$ cat src/rtl/adler32_ctrl_pkg.sv
// Shared definitions for the adler32 sequencer: state encoding, checksum
// constants and core pacing.
package pkg_adler32;

  localparam logic [2:0] ST_IDLE  = 3'd0;
  localparam logic [2:0] ST_ARM   = 3'd1;
  localparam logic [2:0] ST_RDY   = 3'd2;
  localparam logic [2:0] ST_BUSY  = 3'd3;
  localparam logic [2:0] ST_DRAIN = 3'd4;
  localparam logic [2:0] ST_HOLD  = 3'd5;

  localparam int          ADLER32_MOD  = 65521;
  localparam logic [31:0] ADLER32_INIT = 32'h0000_0001;
  localparam int          ADLER32_PACE = 4;

  // Accept cycle plus BUSY cycles counting PACE_LOAD..0 spans ADLER32_PACE cycles.
  localparam logic [1:0] PACE_LOAD = 2'(ADLER32_PACE - 2);

endpackage

$ cat src/rtl/adler32_ctrl_if.sv
// Upstream word stream from the zlib assembler into the adler32 sequencer.
interface adler32_ctrl_if #(
  parameter int DATA_WD = 32
);
  logic               s_val_i;
  logic [DATA_WD-1:0] s_dat_i;
  logic               s_lst_i;
  logic               s_rdy_o;

  modport master (output s_val_i, output s_dat_i, output s_lst_i, input s_rdy_o);
  modport slave  (input s_val_i, input s_dat_i, input s_lst_i, output s_rdy_o);
endinterface

$ cat src/rtl/adler32_ctrl.sv
// Sequencer between the zlib stream assembler and one adler32 core.
// Optional word counter output wcnt_o enabled by ADLER32_CTRL_WCNT_EN.
module adler32_ctrl
  import pkg_adler32::*;
#(
  parameter int DATA_WD = 32,
  parameter int CNT_WD  = 16
) (
  input  logic               clk,
  input  logic               rst,
  input  logic               start_i,
  adler32_ctrl_if.slave      s,
  output logic               adl_start_o,
  output logic               adl_val_o,
  output logic [DATA_WD-1:0] adl_dat_o,
  output logic               adl_lst_o,
  input  logic               adl_done_i,
  input  logic [31:0]        adl_dat_i,
  output logic               chk_val_o,
  output logic [31:0]        chk_dat_o,
  input  logic               chk_rdy_i,
  output logic               busy_o
`ifdef ADLER32_CTRL_WCNT_EN
  ,
  output logic [CNT_WD-1:0]  wcnt_o
`endif
);

  logic [2:0] state;
  logic [1:0] pace_cnt;
  logic       in_rdy;
  logic       xfer;

  assign in_rdy = (state == ST_RDY);
  assign xfer   = in_rdy & s.s_val_i;

  always_ff @(posedge clk) begin
    if (rst) begin
      state     <= ST_IDLE;
      pace_cnt  <= '0;
      chk_dat_o <= '0;
    end else begin
      case (state)
        ST_IDLE: if (start_i) state <= ST_ARM;
        // Core needs one cycle after start before it accepts a word.
        ST_ARM:  state <= ST_RDY;
        ST_RDY: begin
          if (s.s_val_i) begin
            if (s.s_lst_i) begin
              state <= ST_DRAIN;
            end else begin
              state    <= ST_BUSY;
              pace_cnt <= PACE_LOAD;
            end
          end
        end
        ST_BUSY: begin
          if (pace_cnt == 2'd0) state <= ST_RDY;
          else                  pace_cnt <= pace_cnt - 2'd1;
        end
        ST_DRAIN: begin
          if (adl_done_i) begin
            chk_dat_o <= adl_dat_i;
            state     <= ST_HOLD;
          end
        end
        ST_HOLD: if (chk_rdy_i) state <= ST_IDLE;
        default: state <= ST_IDLE;
      endcase
    end
  end

  // Word path is combinational so the core sees byte [31:24] in the accept cycle.
  always_comb begin
    adl_start_o = (state == ST_IDLE) & start_i;
    s.s_rdy_o   = in_rdy;
    adl_val_o   = xfer;
    adl_dat_o   = in_rdy ? s.s_dat_i : '0;
    adl_lst_o   = in_rdy & s.s_lst_i;
    chk_val_o   = (state == ST_HOLD);
    busy_o      = (state != ST_IDLE);
  end

`ifdef ADLER32_CTRL_WCNT_EN
  always_ff @(posedge clk) begin
    if (rst) begin
      wcnt_o <= '0;
    end else if ((state == ST_IDLE) && start_i) begin
      wcnt_o <= '0;
    end else if (xfer && (wcnt_o != {CNT_WD{1'b1}})) begin
      wcnt_o <= wcnt_o + 1'b1;
    end
  end
`endif

endmodule

$ cat src/flat_wrapper.sv
// flat-port wrapper written by rule: the top's interface ports become plain ports
module adler32_ctrl_flat import pkg_adler32::*;
#(
  parameter int DATA_WD = 32,
  parameter int CNT_WD  = 16
)
  (clk, rst, start_i, adl_start_o, adl_val_o, adl_dat_o, adl_lst_o, adl_done_i, adl_dat_i, chk_val_o, chk_dat_o, chk_rdy_i, busy_o, s_s_val_i, s_s_dat_i, s_s_lst_i, s_s_rdy_o);
  adler32_ctrl_if #(.DATA_WD(DATA_WD)) s_i ();
  input  logic clk;
  input  logic rst;
  input  logic start_i;
  output logic adl_start_o;
  output logic adl_val_o;
  output logic [DATA_WD-1:0] adl_dat_o;
  output logic adl_lst_o;
  input  logic adl_done_i;
  input  logic [31:0] adl_dat_i;
  output logic chk_val_o;
  output logic [31:0] chk_dat_o;
  input  logic chk_rdy_i;
  output logic busy_o;
  input wire logic [$bits(s_i.s_val_i)-1:0] s_s_val_i;
  input wire logic [$bits(s_i.s_dat_i)-1:0] s_s_dat_i;
  input wire logic [$bits(s_i.s_lst_i)-1:0] s_s_lst_i;
  output wire logic [$bits(s_i.s_rdy_o)-1:0] s_s_rdy_o;
  assign s_i.s_val_i = s_s_val_i;
  assign s_i.s_dat_i = s_s_dat_i;
  assign s_i.s_lst_i = s_s_lst_i;
  assign s_s_rdy_o = s_i.s_rdy_o;
  adler32_ctrl #(.DATA_WD(DATA_WD), .CNT_WD(CNT_WD)) u_core (.clk(clk), .rst(rst), .start_i(start_i), .s(s_i), .adl_start_o(adl_start_o), .adl_val_o(adl_val_o), .adl_dat_o(adl_dat_o), .adl_lst_o(adl_lst_o), .adl_done_i(adl_done_i), .adl_dat_i(adl_dat_i), .chk_val_o(chk_val_o), .chk_dat_o(chk_dat_o), .chk_rdy_i(chk_rdy_i), .busy_o(busy_o));
endmodule
$ cat config.mk
export PLATFORM = sky130hd
export DESIGN_NAME = adler32_ctrl_flat
export DESIGN_NICKNAME = d
export VERILOG_FILES = /design/src/rtl/adler32_ctrl_pkg.sv /design/src/rtl/adler32_ctrl_if.sv /design/src/rtl/adler32_ctrl.sv /design/src/flat_wrapper.sv
export SDC_FILE = /design/constraint.sdc
export NUM_CORES = 1
export LEC_CHECK = 0
export CORE_MARGIN = 2
export CORE_UTILIZATION = 33
export DETAILED_ROUTE_END_ITERATION = 16
export GPL_ROUTABILITY_DRIVEN = 0
export PLACE_DENSITY_LB_ADDON = 0.15
export SYNTH_ARGS = -nofsm -noshare
export SYNTH_HDL_FRONTEND = slang
export SYNTH_SLANG_ARGS = --single-unit
$ cat constraint.sdc
create_clock -name clk -period 1.9 [get_ports clk]
set_input_delay 0.285 -clock clk [delete_from_list [all_inputs] [get_ports clk]]
set_output_delay 0.285 -clock clk [all_outputs]
set_load 0.02 [all_outputs]
After elaboration in Yosys (flattened, before gate mapping)
Index checks and enable logic that the tools add are counted.
- ROM bits: 0
- memories: 0
- latch bits: 0
- register bits: 37
- memory bits (writable): 0
- divide/modulo/power cells: 0
- reductions and logical operators: 7
- bitwise operators: 3
- shift operators: 0
- multiply operators: 0
- equal/unequal tests: 12
- $add $sub $neg: 1
- order comparisons: 0
- mux-type cells: 12
- operator list (operator ; count):
    32-bit 2-to-1 mux ; 1
    3-bit 2-to-1 mux ; 6
    3-bit case mux with 6 select lines ; 1
    2-bit != test (second input constant) ; 5
    3-bit by 2-bit == test with 1-bit output (second input constant) ; 2
    3-bit == test (second input constant) ; 2
    2-bit 2-to-1 mux ; 3
    5-bit AND reduction ; 1
    2-bit by 1-bit != test with 1-bit output (second input constant) ; 2
    2-bit case mux with 2 select lines ; 1
    4-bit AND reduction ; 1
    1-bit bitwise AND ; 3
    3-bit by 1-bit == test with 1-bit output (second input constant) ; 1
    3-bit logical NOT ; 1
    3-bit nonzero test ; 1
    2-bit logical NOT ; 1
    2-bit AND reduction ; 1
    2-bit nonzero test ; 1
    2-bit by 1-bit subtractor with 2-bit output (second input constant) ; 1

Logic depth before layout (Yosys ltp)
Gate-level depths: netlist of the first run.
- depth in word-level cells: 3
- gate-level depth with buffers: 7
- mapped depth without buffers: 6

Worst setup path before layout of the first run
OpenSTA, ideal clock, no wires.
- path kind: register to output
- from: reg u_core.state[0]
- to: out adl_dat_o[0]
- arrival: 1.412 ns
- path buffers: 2
- cell stages (with the launch flop): 5
- slack: 0.203 ns
- cell sequence: dfxtp_1 > buf_2 > nor3b_2 > clkbuf_1 > and2_1
- word-level cells in the longest chain between the ends: 2
- RTL lines (item ; RTL line ; text):
    start: declaration ; adler32_ctrl.sv:29 ; logic [2:0] state;
    start signal: assignment ; adler32_ctrl.sv:39 ; state <= ST_IDLE;
    start signal: assignment ; adler32_ctrl.sv:44 ; ST_IDLE: if (start_i) state <= ST_ARM;
    start signal: assignment ; adler32_ctrl.sv:46 ; ST_ARM: state <= ST_RDY;
    3-bit by 2-bit == test with 1-bit output ; adler32_ctrl.sv:34 ; assign in_rdy = (state == ST_RDY);
    net s_s_rdy_o ; flat_wrapper.sv:25 ; output wire logic [$bits(s_i.s_rdy_o)-1:0] s_s_rdy_o;
    32-bit 2-to-1 mux ; adler32_ctrl.sv:78 ; adl_dat_o = in_rdy ? s.s_dat_i : '0;
    end: declaration ; flat_wrapper.sv:14 ; output logic [DATA_WD-1:0] adl_dat_o;
The timed path passes the listed nets, and every way through them passes these cells.

Worst setup path after layout of the first run
- from: reg u_core.state[2]
- to: out adl_dat_o[2]
- word-level cells in the longest chain between the ends: 2
- RTL lines (item ; RTL line):
    3-bit by 2-bit == test with 1-bit output ; adler32_ctrl.sv:34
    32-bit 2-to-1 mux ; adler32_ctrl.sv:78
Every way passes these cells.

==> metrics, run 1 <==
most instantiated cells after synthesis nand2_1, dfxtp_1, and2_1; Avg Cell Area, Syn 7.77 um2; global-route wire length before repair 8.47 mm; Pre-Repair DR Iteration Count 4; TritonCTS Sinks 37; Starting Density 0.342; power density over the cells 762 nW/um2; share of Yosys cell area claimed by the top area cell type 0.423; area delta synth->final 87.7%; Syn Nets 297; DRT iter0 DRCs 50; endpoints failing setup 0; post-synthesis async set-or-reset flop share 0; total of fill cells in the finished design 479; average wire per standard cell 12.0 um; Final #Nets 440; Max Cap Viol 0; Syn Inst Count 225; CTS tree done; Slew Limit Fails 0; Critical Path End adl_dat_o[2]; std cell rows 26; Post-CTS Setup Bufs 0; status completed; Buffers on Ports 140; Final ANT Viol Nets 0; total grt overflow 0; All-Layer GR Usage 0.174; crit path launch u_core.state[2]; worst slew pin tran 0.358 ns; share of layout cells above drive strength 1 0.0949; minimum clock period 1.81 ns; Max VDD drop 374 uV; chip height 76.8 um; total CTS buffers 5; unrepaired setup endpoints after global routing false; number of global-route vias before repair 1861; Clock Skew 0.00762 ns; R2R Setup Slk 0.31 ns; initial antenna violation count 0; CP required 1.62 ns; H-tree level count 2; Longest Clk Path Bufs 2; Synth Cell Area 1750 um2; Yosys cell types 32; largest net degree at the start of global routing 33; Pleak 1.26 nW; Reg2Reg Capture Point u_core.state[1]; number of flops mapped to enable cells by yosys 0; CP Capture Type output pin; Hold Fails Final Rpt 0; CP max FO 10; Relative slew margins 0.760; TNS Setup 0 ns; HP Class flop to flop; Root Buffer clkbuf_8; DRC 0; Via density 4.44; WS Path Type flop to output pin; DR vias 1948; count leader, synth nand2_1; hold-fix buffers at CTS 0; CP arrival 1.53 ns; CTS clk-pin slew, worst paths 0.07 ns; Die Wd 76.8 um; DIE AREA 5900 um2; Routed WL 5.26 mm; Ys Warns 0; Worst-Skew Late Latency 0.29 ns; Final period util 0.953; Highest Clock Rate 552 MHz; Synth Flop Type dfxtp_1; PnR Total Power 0.00250 W; Synth Register Bits 37; IO Pins 141; R2R depth 6; area of the core 5110 um2; diodes inserted 0; HPWL after DPL 4.21 mm; register area share after synthesis 0.423; critical path launch point type flop; cell taking the most area after synthesis dfxtp_1; Synth area leaders dfxtp_1, nand2_1, and2_1; Reg2Reg Launch Point u_core.state[2]
-- report_power, final --
group	total, W	switching [W]	internal, W
Sequential	0.000840	0.0000253	0.000815
Clock	0.000519	0.000265	0.000254
Combinational	0.00114	0.000597	0.000547
Total	0.00250	0.000887	0.00162
-- per-layer routing --
layer,GRT usage,routed length [um],vias up
li1,-,-,1006
met4,0.0491,68,0
met1,0.189,2080,857
met3,0.0635,479,9
met5,0,0,-
met2,0.317,2640,76
-- per-stage QoR --
stage	util	cell area [um2]	cells	hold slack [ns]	worst slack (ns)
after CTS	0.642	3280	439	0.456	0.0170
after floorplan	-	1750	225	0.421	0.203
final	0.643	3280	439	0.453	0.0889
after global placement	0.635	3240	431	0.441	0.0734
after detailed placement	0.635	3240	431	0.447	0.0610
after global routing	0.643	3280	439	0.476	0.000419
-- repair_timing --
item	in CTS	in global routing
resized for setup	38	35
hold endpoints to repair	0	0
setup endpoints to repair	38	34
-- worst min-delay path by stage --
stage                                 endpoint  slack [ns]  cells after the start            startpoint
after floorplan            u_core.chk_dat_o[0]        0.42                      2          adl_dat_i[0]
after global placement    u_core.chk_dat_o[26]        0.44                      2  u_core.chk_dat_o[26]
after detailed placement  u_core.chk_dat_o[28]        0.45                      2  u_core.chk_dat_o[28]
after CTS                 u_core.chk_dat_o[26]        0.46                      2  u_core.chk_dat_o[26]
after global routing      u_core.chk_dat_o[10]        0.48                      2  u_core.chk_dat_o[10]
final                     u_core.chk_dat_o[10]        0.45                      2  u_core.chk_dat_o[10]
-- logic make-up after synthesis --
family | Yosys count | share of synthesized area
adder cells (fa/ha/maj) | 1 | 0.00715
flip-flops | 37 | 0.423
AND/OR/NAND/NOR | 120 | 0.353
AO/OA/AOI/OAI | 44 | 0.151
buffers and inverters | 23 | 0.0658
-- worst max-delay path, stage by stage (launching register included) --
cell and delay (ns):
dfxtp_1 0.33, nor3b_4 0.25, buf_4 0.19, and2_1 0.13, dlygate4sd2_1 0.33
-- cell type report --
class	count	area, um2	area share
Clock buffer	6	72.6	0.0221
Sequential cell	37	741	0.226
Inverter	6	22.5	0.00686
Multi-Input combinational cell	165	900	0.274
Clock inverter	2	10.0	0.00305
Tap cell	70	87.6	0.0267
Timing Repair Buffer	153	1450	0.442
-- cells in the final DEF (no fill, tap or decap) --
cell and n:
inv_2 1, nor3b_1 3, a211oi_1 1, o31ai_1 1
nand2_1 66, nor2b_4 1, or3_1 1, nand4_1 1
o21ai_1 2, a211o_1 1, buf_4 13, dfxtp_1 37
nor2b_1 2, o21ai_0 2, o41ai_2 1, clkdlybuf4s50_1 102
o21a_1 1, a21oi_1 34, nand3_1 3, and3_1 1
nand2_2 1, dlygate4sd2_1 11, and2_1 35, clkbuf_2 7
nor2_1 3, clkbuf_8 5, clkinv_2 2, nor3b_4 1
inv_1 5, ha_1 1, nor4bb_4 1, clkbuf_1 1
clkdlybuf4s15_1 20, a311oi_4 1, nor4_2 1
-- registers in the layout, indices dropped and copies added, names as in the netlist --
signal,flops
u_core.state,3
u_core.chk_dat_o,32
u_core.pace_cnt,2
No activity file was read; power rests on OpenSTA's default activity.
==> run 2, diff against run 1 <==
- ABC_CLOCK_PERIOD_IN_PS: unset -> 1900
- GPL_TIMING_DRIVEN: unset -> 0
==> run 2 against run 1 <==
Register-to-register slack improved by 0.02 ns; sequential cell count unchanged; wire length decreased by 1.5%; via count increased by 4.0%; critical path type unchanged; highest routed layer unchanged.
==> metrics, run 2 (same netlist as run 1, synthesis figures left out) <==
largest net degree at the start of global routing 12; Final ANT Viol Nets 0; worst slew pin tran 0.473 ns; initial antenna violation count 0; Hold Fails Final Rpt 0; number of global-route vias before repair 1966; area delta synth->final 89.0%; Relative slew margins 0.685; CTS clk-pin slew, worst paths 0.07 ns; share of layout cells above drive strength 1 0.173; Worst-Skew Late Latency 0.28 ns; CP Capture Type output pin; Starting Density 0.342; std cell rows 26; chip height 76.8 um; max reg flops 32; total of fill cells in the finished design 472; Die Wd 76.8 um; endpoints failing setup 0; DRC 0; IO Pins 141; total CTS buffers 5; Longest Clk Path Bufs 2; area of the core 5110 um2; power density over the cells 791 nW/um2; Buffers on Ports 140; commonest cells after routing, fill and taps aside clkdlybuf4s50_1, nand2_1, dfxtp_1, and2_1, a21oi_1; Slew Limit Fails 0; worst setup margin 0.0761 ns; Max VDD drop 506 uV; total grt overflow 0; R2R Setup Slk 0.33 ns; diodes inserted 0; hold slack 0.456 ns; unrepaired setup endpoints after global routing true; critical path launch point type flop; Final Cell Area 3310 um2; Util after Layout 0.647; DR vias 2025; PnR Total Power 0.00261 W; CP max FO 10; WS Path Type flop to output pin; Via density 4.54; Pre-Repair DR Iteration Count 4; HPWL after DPL 4.13 mm; minimum clock period 1.82 ns; Largest regs u_core.chk_dat_o: 32 flops, u_core.state: 3 flops, u_core.pace_cnt: 2 flops; Area after DPL 3240 um2; TritonCTS Sinks 37; Highest Clock Rate 548 MHz; CTS tree done; Root Buffer clkbuf_8; HP Class flop to flop; Max Cap Viol 0; CP required 1.62 ns; average wire per standard cell 11.6 um; Routed WL 5.18 mm; Final period util 0.960; All-Layer GR Usage 0.174; CP arrival 1.54 ns; Clock Skew 0.00713 ns; global-route wire length before repair 8.57 mm; status completed; DIE AREA 5900 um2; Pleak 1.26 nW; commonest non-fill, non-tap cell in the layout clkdlybuf4s50_1; H-tree level count 2; Final #Nets 448; Setup Slack @ Placement -0.382 ns; Biggest register u_core.chk_dat_o; DRT iter0 DRCs 57
-- run 2: repair_timing --
action / 4_1_cts / 5_1_grt
endpoints found under the hold margin: 0 / 0
gates resized for setup: 128 / 34
pin swaps: 1 / 1
setup buffers: 2 / 2
hold buffers: 0 / 0
endpoints found under the setup margin: 38 / 36
-- run 2: worst paths after layout --
kind,startpoint,cells past startpoint,end
max,u_core.state[2],4,adl_start_o
min,u_core.chk_dat_o[16],2,u_core.chk_dat_o[16]
max reg2reg,u_core.state[1],7,u_core.chk_dat_o[20]
min reg2reg,u_core.chk_dat_o[16],2,u_core.chk_dat_o[16]
-- run 2: metal layers --
layer / GRT usage / wire, um / part of all wire
met5: 0 / 0 / 0
met4: 0.0491 / 65 / 0.013
met3: 0.0565 / 419 / 0.081
met2: 0.318 / 2670 / 0.51
met1: 0.191 / 2030 / 0.39
-- run 2: cell type report --
class	instances	area, um2	share of cell area
buffer	17	121	0.0367
clock buffer	6	82.6	0.0250
tap	70	87.6	0.0265
inverter	6	22.5	0.00681
timing repair buffer	144	1340	0.406
clock inverter	1	7.51	0.00227
multi-input combinational	165	900	0.272
sequential	37	742	0.224
-- run 2: metrics by stage --
stage                     std cells  setup TNS (ns)
after global placement          435           -9.68
after floorplan                 225               0
after global routing            446         -0.0244
after CTS                       444        -0.00894
after detailed placement        435          -10.79
final                           446               0
-- run 2: power by group --
part	internal (W)	switching, W
clock	0.000286	0.000259
combinational	0.000621	0.000612
sequential	0.000817	0.0000191
total	0.00172	0.000890
-- run 2: critical path, stage by stage (launching register included) --
cell	delay, ns
dfxtp_1	0.31
buf_6	0.14
or3_1	0.39
nor2_1	0.11
clkdlybuf4s15_1	0.31
==> run 3, diff against run 2 <==
- ABC_CLOCK_PERIOD_IN_PS: 1900 -> 2200
- CORE_UTILIZATION: 33 -> 35
- SLEW_MARGIN: unset -> 20
- clock period: 1.9 -> 2.2 ns (I/O delays scaled with it)
==> run 3 against run 2 <==
Combinational power down 16%; first-iteration DRC count up 12%; core utilization up 4.4 points; worst hold slack worse by 0.0019 ns; power down 14%; global-route usage up 2.0 points; critical path depth up 1; clock skew up 0.0053 ns; via count down 2.5%; sequential cell count unchanged; sequential share of layout area down 0.055 points.
==> metrics, run 3 (same netlist as run 1, synthesis figures left out) <==
worst slew pin tran 0.482 ns; Max Cap Viol 0; Pre-Repair DR Iteration Count 4; Via density 4.46; DRT iter0 DRCs 64; Die Wd 74.7 um; Relative slew margins 0.679; Clock Skew 0.0124 ns; total of fill cells in the finished design 433; Non-Filler Instances 443; DRC 0; CP max FO 10; Clock power frac 0.226; multi-input logic area 900 um2; Largest regs u_core.chk_dat_o: 32 flops, u_core.state: 3 flops, u_core.pace_cnt: 2 flops; Hold Fails Final Rpt 0; Util after Layout 0.691; area delta synth->final 89.1%; Pleak 1.28 nW; DR vias 1974; FF/Latch Area 741 um2; total CTS buffers 5; Pint 0.00146 W; HPWL after DPL 4.24 mm; TritonCTS Sinks 37; Longest Clk Path Bufs 2; cell family contributing the most delay on the critical path buffers and inverters; initial antenna violation count 0; CTS clk-pin slew, worst paths 0.08 ns; Post-Place Cells 432; Combinational Power Share 0.456; Critical Path Most Common Cell clkbuf_4; Routed WL 5.38 mm; crit path launch u_core.state[0]; number of global-route vias before repair 1818; Reg2Reg Launch Point u_core.pace_cnt[0]; Switch Pwr 0.000794 W; Final ANT Viol Nets 0; CP Capture Type output pin; Biggest register u_core.chk_dat_o; All-Layer GR Usage 0.195; Slowest-stage cell, CP dlygate4sd2_1; minimum clock period 2.10 ns; Slew Limit Fails 0; area of the core 4790 um2; worst setup margin 0.0977 ns; worst min-delay path startpoint u_core.chk_dat_o[24]; CP arrival 1.77 ns; total grt overflow 0; Max VDD drop 310 uV; max reg flops 32; Cell Chain, Critical Path clkbuf_4 -> nor3b_4 -> clkbuf_4 -> and2_1 -> dlygate4sd2_1; Root Buffer clkbuf_8; WS Path Type flop to output pin; CTS tree done; Worst-Skew Late Latency 0.29 ns; Buffers on Ports 140; share of layout cells above drive strength 1 0.104; chip height 74.7 um; average wire per standard cell 12.1 um; Highest Clock Rate 476 MHz; IO Pins 141; DIE AREA 5580 um2; power density over the cells 680 nW/um2; commonest cells after routing, fill and taps aside clkdlybuf4s50_1, nand2_1, dfxtp_1, and2_1, a21oi_1; Sw Share 0.353; global-route wire length before repair 8.36 mm; Buf/Inv on CP 3; status completed; CP required 1.87 ns; register share of total power 0.319; critical path launch point type flop; Setup Slack @ Placement -0.0850 ns; Starting Density 0.365; HP Class flop to flop; diodes inserted 0; hold-fix buffers at CTS 0; Final period util 0.956; endpoints failing setup 0; Final #Nets 447; std cell rows 25; largest net degree at the start of global routing 13; H-tree level count 2; Crit path largest cell delay 0.33 ns; commonest non-fill, non-tap cell in the layout clkdlybuf4s50_1
[run 3: changes by cell type in the layout (fill, tap and decap cells not counted), moves of 4 or more]
cell / change
buf_2: -11
dlygate4sd2_1: +10
buf_4: -9
clkbuf_2: +5
clkdlybuf4s15_1: +13
clkbuf_4: +4
buf_6: -7
clkdlybuf4s15_2: -8
[run 3: worst paths after layout]
path	end	slack [ns]	depth (start not counted)
worst max-delay path	adl_dat_o[7]	0.1	5
worst min-delay path	u_core.chk_dat_o[24]	0.45	2
worst max register to register	u_core.state[1]	0.64	6
worst min register to register	u_core.chk_dat_o[24]	0.45	2
[run 3: final cells by class]
cell class,instances,share of cell area
Clock buffer,6,0.0250
Clock inverter,2,0.00416
Multi-Input combinational cell,165,0.272
Buffer,17,0.0321
Tap cell,67,0.0253
Sequential cell,37,0.224
Timing Repair Buffer,143,0.411
Inverter,6,0.00681
[run 3: through the flow]
step	power, W	hold slack (ns)	instance area, um2	setup TNS (ns)
2_1_floorplan	0.00130	0.436	1750	0
3_3_place_gp	0.00178	0.441	3230	-0.975
3_5_place_dp	0.00180	0.447	3230	-1.69
4_1_cts	0.00225	0.457	3320	0
5_1_grt	0.00237	0.470	3310	-0.00465
6_report	0.00225	0.454	3310	0
[run 3: power groups by stage]
stage / Clock [W] / Combinational, W / Sequential, W
6_report: 0.000507 / 0.00103 / 0.000717
5_1_grt: 0.000540 / 0.00110 / 0.000721
4_1_cts: 0.000515 / 0.00102 / 0.000717
3_5_place_dp: 0 / 0.00106 / 0.000733
3_3_place_gp: 0 / 0.00105 / 0.000732
2_1_floorplan: 0 / 0.000552 / 0.000750
[run 3: tightest hold or removal path: stages, from the launching register on]
cell,delay (ns)
dfxtp_1,0.31
nand2_1,0.05
a21oi_1,0.05
[run 3: layer usage]
layer | up-vias | part of all wire | wire length [um] | global-route usage
met3 | 6 | 0.10 | 539 | 0.0830
met2 | 88 | 0.50 | 2690 | 0.333
met1 | 857 | 0.39 | 2080 | 0.216
met5 | - | 0 | 0 | 0
li1 | 1023 | - | - | -
met4 | 0 | 0.012 | 63 | 0.0694
[run 3: what timing repair did]
item / 4_1_cts / 5_1_grt
setup buffers: 1 / 2
endpoints found under the setup margin: 36 / 29
resized for setup: 50 / 29
pin swaps: 0 / 1
==> edit (flow settings as in run 2) <==
`DATA_WD` is set to 32 in 3 places; all go to 28.
--- a/src/rtl/adler32_ctrl_if.sv
+++ b/src/rtl/adler32_ctrl_if.sv
@@ -2,3 +2,3 @@
 interface adler32_ctrl_if #(
-  parameter int DATA_WD = 32
+  parameter int DATA_WD = 28
 );
--- a/src/rtl/adler32_ctrl.sv
+++ b/src/rtl/adler32_ctrl.sv
@@ -5,3 +5,3 @@
 #(
-  parameter int DATA_WD = 32,
+  parameter int DATA_WD = 28,
   parameter int CNT_WD  = 16
--- a/src/flat_wrapper.sv
+++ b/src/flat_wrapper.sv
@@ -3,3 +3,3 @@
 #(
-  parameter int DATA_WD = 32,
+  parameter int DATA_WD = 28,
   parameter int CNT_WD  = 16
Interface: changed (resized adl_dat_o and s_s_dat_i); port bits go from 141 to 133. No check against the original RTL was run, so the function may have changed too.
==> edit against run 2 <==
Setup slack improved by 0.0057 ns. Final cell count decreased by 2.5%. Sequential cell count is the same. Cell area down 3.1%. Total power is 0.99% lower. Highest routed layer unchanged. Sequential share of layout area is 0.68 points higher. Clock skew is 0.0036 ns lower. Critical path type unchanged. Routed wire length fell by 3.1%. Synthesized area shrank 1.7%.
==> edit: results (changes against run 2) <==
| Metric | Value |
|---|---|
| Mean Syn Cell Area | 7.78 µm² (was 7.77 µm²) |
| # fillers | 474 (was 472) |
| Worst slew margin | 0.689 (was 0.685) |
| DP Wirelength | 3840 µm (was 4130 µm) |
| Synth cell types | 30 (was 32) |
| Min-Delay Path Class | reg -> reg (unchanged) |
| Vias per cell | 4.45 (was 4.54) |
| Vias in the first global route | 1840 (was 1966) |
| Placed cell count | 423 (was 435) |
| Top post-synthesis cells by count | nand2_1 (66), dfxtp_1 (37), a21oi_1 (34) (was nand2_1 (66), dfxtp_1 (37), and2_1 (35)) |
| WHS | 0.454 ns (was 0.456 ns) |
| Final wirelength | 5020 µm (was 5180 µm) |
| Max Fanout on Critical Path | 6 (was 10) |
| Setup slack after placement | -0.332 ns (was -0.382 ns) |
| Leak | 1.24 nW (was 1.26 nW) |
| Hold_sp | u_core.chk_dat_o[28] (was u_core.chk_dat_o[16]) |
| Top post-synthesis cells by area | dfxtp_1 (43%), nand2_1 (14%), and2_1 (11%), a21oi_1 (9.9%), clkbuf_1 (2.2%) (was dfxtp_1 (42%), nand2_1 (14%), and2_1 (13%), a21oi_1 (9.7%), clkbuf_1 (1.9%)) |
| Reg2reg end | u_core.chk_dat_o[29] (was u_core.chk_dat_o[20]) |
| Share of cells above drive strength 1 | 0.167 (was 0.173) |
| Post-synth net total | 289 (was 297) |
| First-pass GRT wire length | 8350 µm (was 8570 µm) |
| All-Layer GR Usage | 0.177 (was 0.174) |
| Max FFs per register | 32 (unchanged) |
| R2r setup slk | 0.38 ns (was 0.33 ns) |
| Placed inst area | 3130 µm² (was 3240 µm²) |
| Final #Nets | 432 (was 448) |
| Syn. warnings | 0 (unchanged) |
| PortBufs | 132 (was 140) |
| Ant. Diodes | 0 (unchanged) |
| Vias | 1937 (was 2025) |
| Min-Delay Endpoint | u_core.chk_dat_o[28] (was u_core.chk_dat_o[16]) |
| Post-synth top area share | 0.431 (was 0.423) |
| Largest net degree at the start of global routing | 12 (unchanged) |
| Maximum VDD drop | 0.368 mV (was 0.506 mV) |
| Setup Skew | 0.00357 ns (was 0.00713 ns) |
| Main synth FF type | dfxtp_1 (unchanged) |
| Root Buffer | clkbuf_8 (unchanged) |
| Initial DRC count | 70 (was 57) |
| Register area | 741 µm² (was 742 µm²) |
| Status | complete, no violations (unchanged) |
| Post-synthesis sequential area ratio | 0.431 (was 0.423) |
edit: metal layers:
layer | routed length (µm) | track usage
met5 | 0 | 0
met3 | 450 | 0.0711
met4 | 26 | 0.0564
met1 | 2130 | 0.210
met2 | 2410 | 0.293
edit: worst max path at each step:
stage	startpoint	end	slack (ns)	depth (start not counted)
floorplan	u_core.state[0]	adl_dat_o[0]	0.19	4
global placement	u_core.state[0]	adl_val_o	-0.32	5
detailed placement	u_core.state[0]	adl_val_o	-0.33	5
CTS	u_core.state[0]	adl_dat_o[1]	0.01	6
global route	u_core.state[2]	adl_dat_o[1]	-0.01	6
finish	u_core.state[1]	busy_o	0.08	4
edit: timing repair:
| item | 4_1_cts | 5_1_grt |
|---|---|---|
| setup buffers | 2 | 3 |
| gates resized for setup | 133 | 29 |
| endpoints found under the setup margin | 34 | 32 |
| pin swaps | 1 | 1 |
edit: cell families (layout without fill, tap and decap cells):
kind of cell / after synthesis / in the layout / share of synthesized area
and+or+nand+nor: 116 / 116 / 0.341
DFF: 37 / 37 / 0.431
buffers and inverters: 23 / 167 / 0.0670
adders and majority gates: 1 / 1 / 0.00728
AOI/OAI and AO/OA: 44 / 44 / 0.154
edit: power breakdown:
part | internal (mW) | switching (mW)
Sequential | 0.815 | 0.0181
Clock | 0.328 | 0.260
Combinational | 0.586 | 0.580
edit: layout make-up:
type | instances | share of cell area
clock inverter | 1 | 0.00156
buffer | 16 | 0.0340
multi-input combinational | 161 | 0.273
tap | 70 | 0.0273
inverter | 6 | 0.00703
timing repair buffer | 137 | 0.396
sequential | 37 | 0.231
clock buffer | 7 | 0.0301
edit: worst max-delay path, cell delays in order, from the launching register on:
cell,delay [ns]
dfxtp_1,0.31
buf_6,0.12
buf_4,0.14
or3_1,0.34
dlygate4sd2_1,0.34
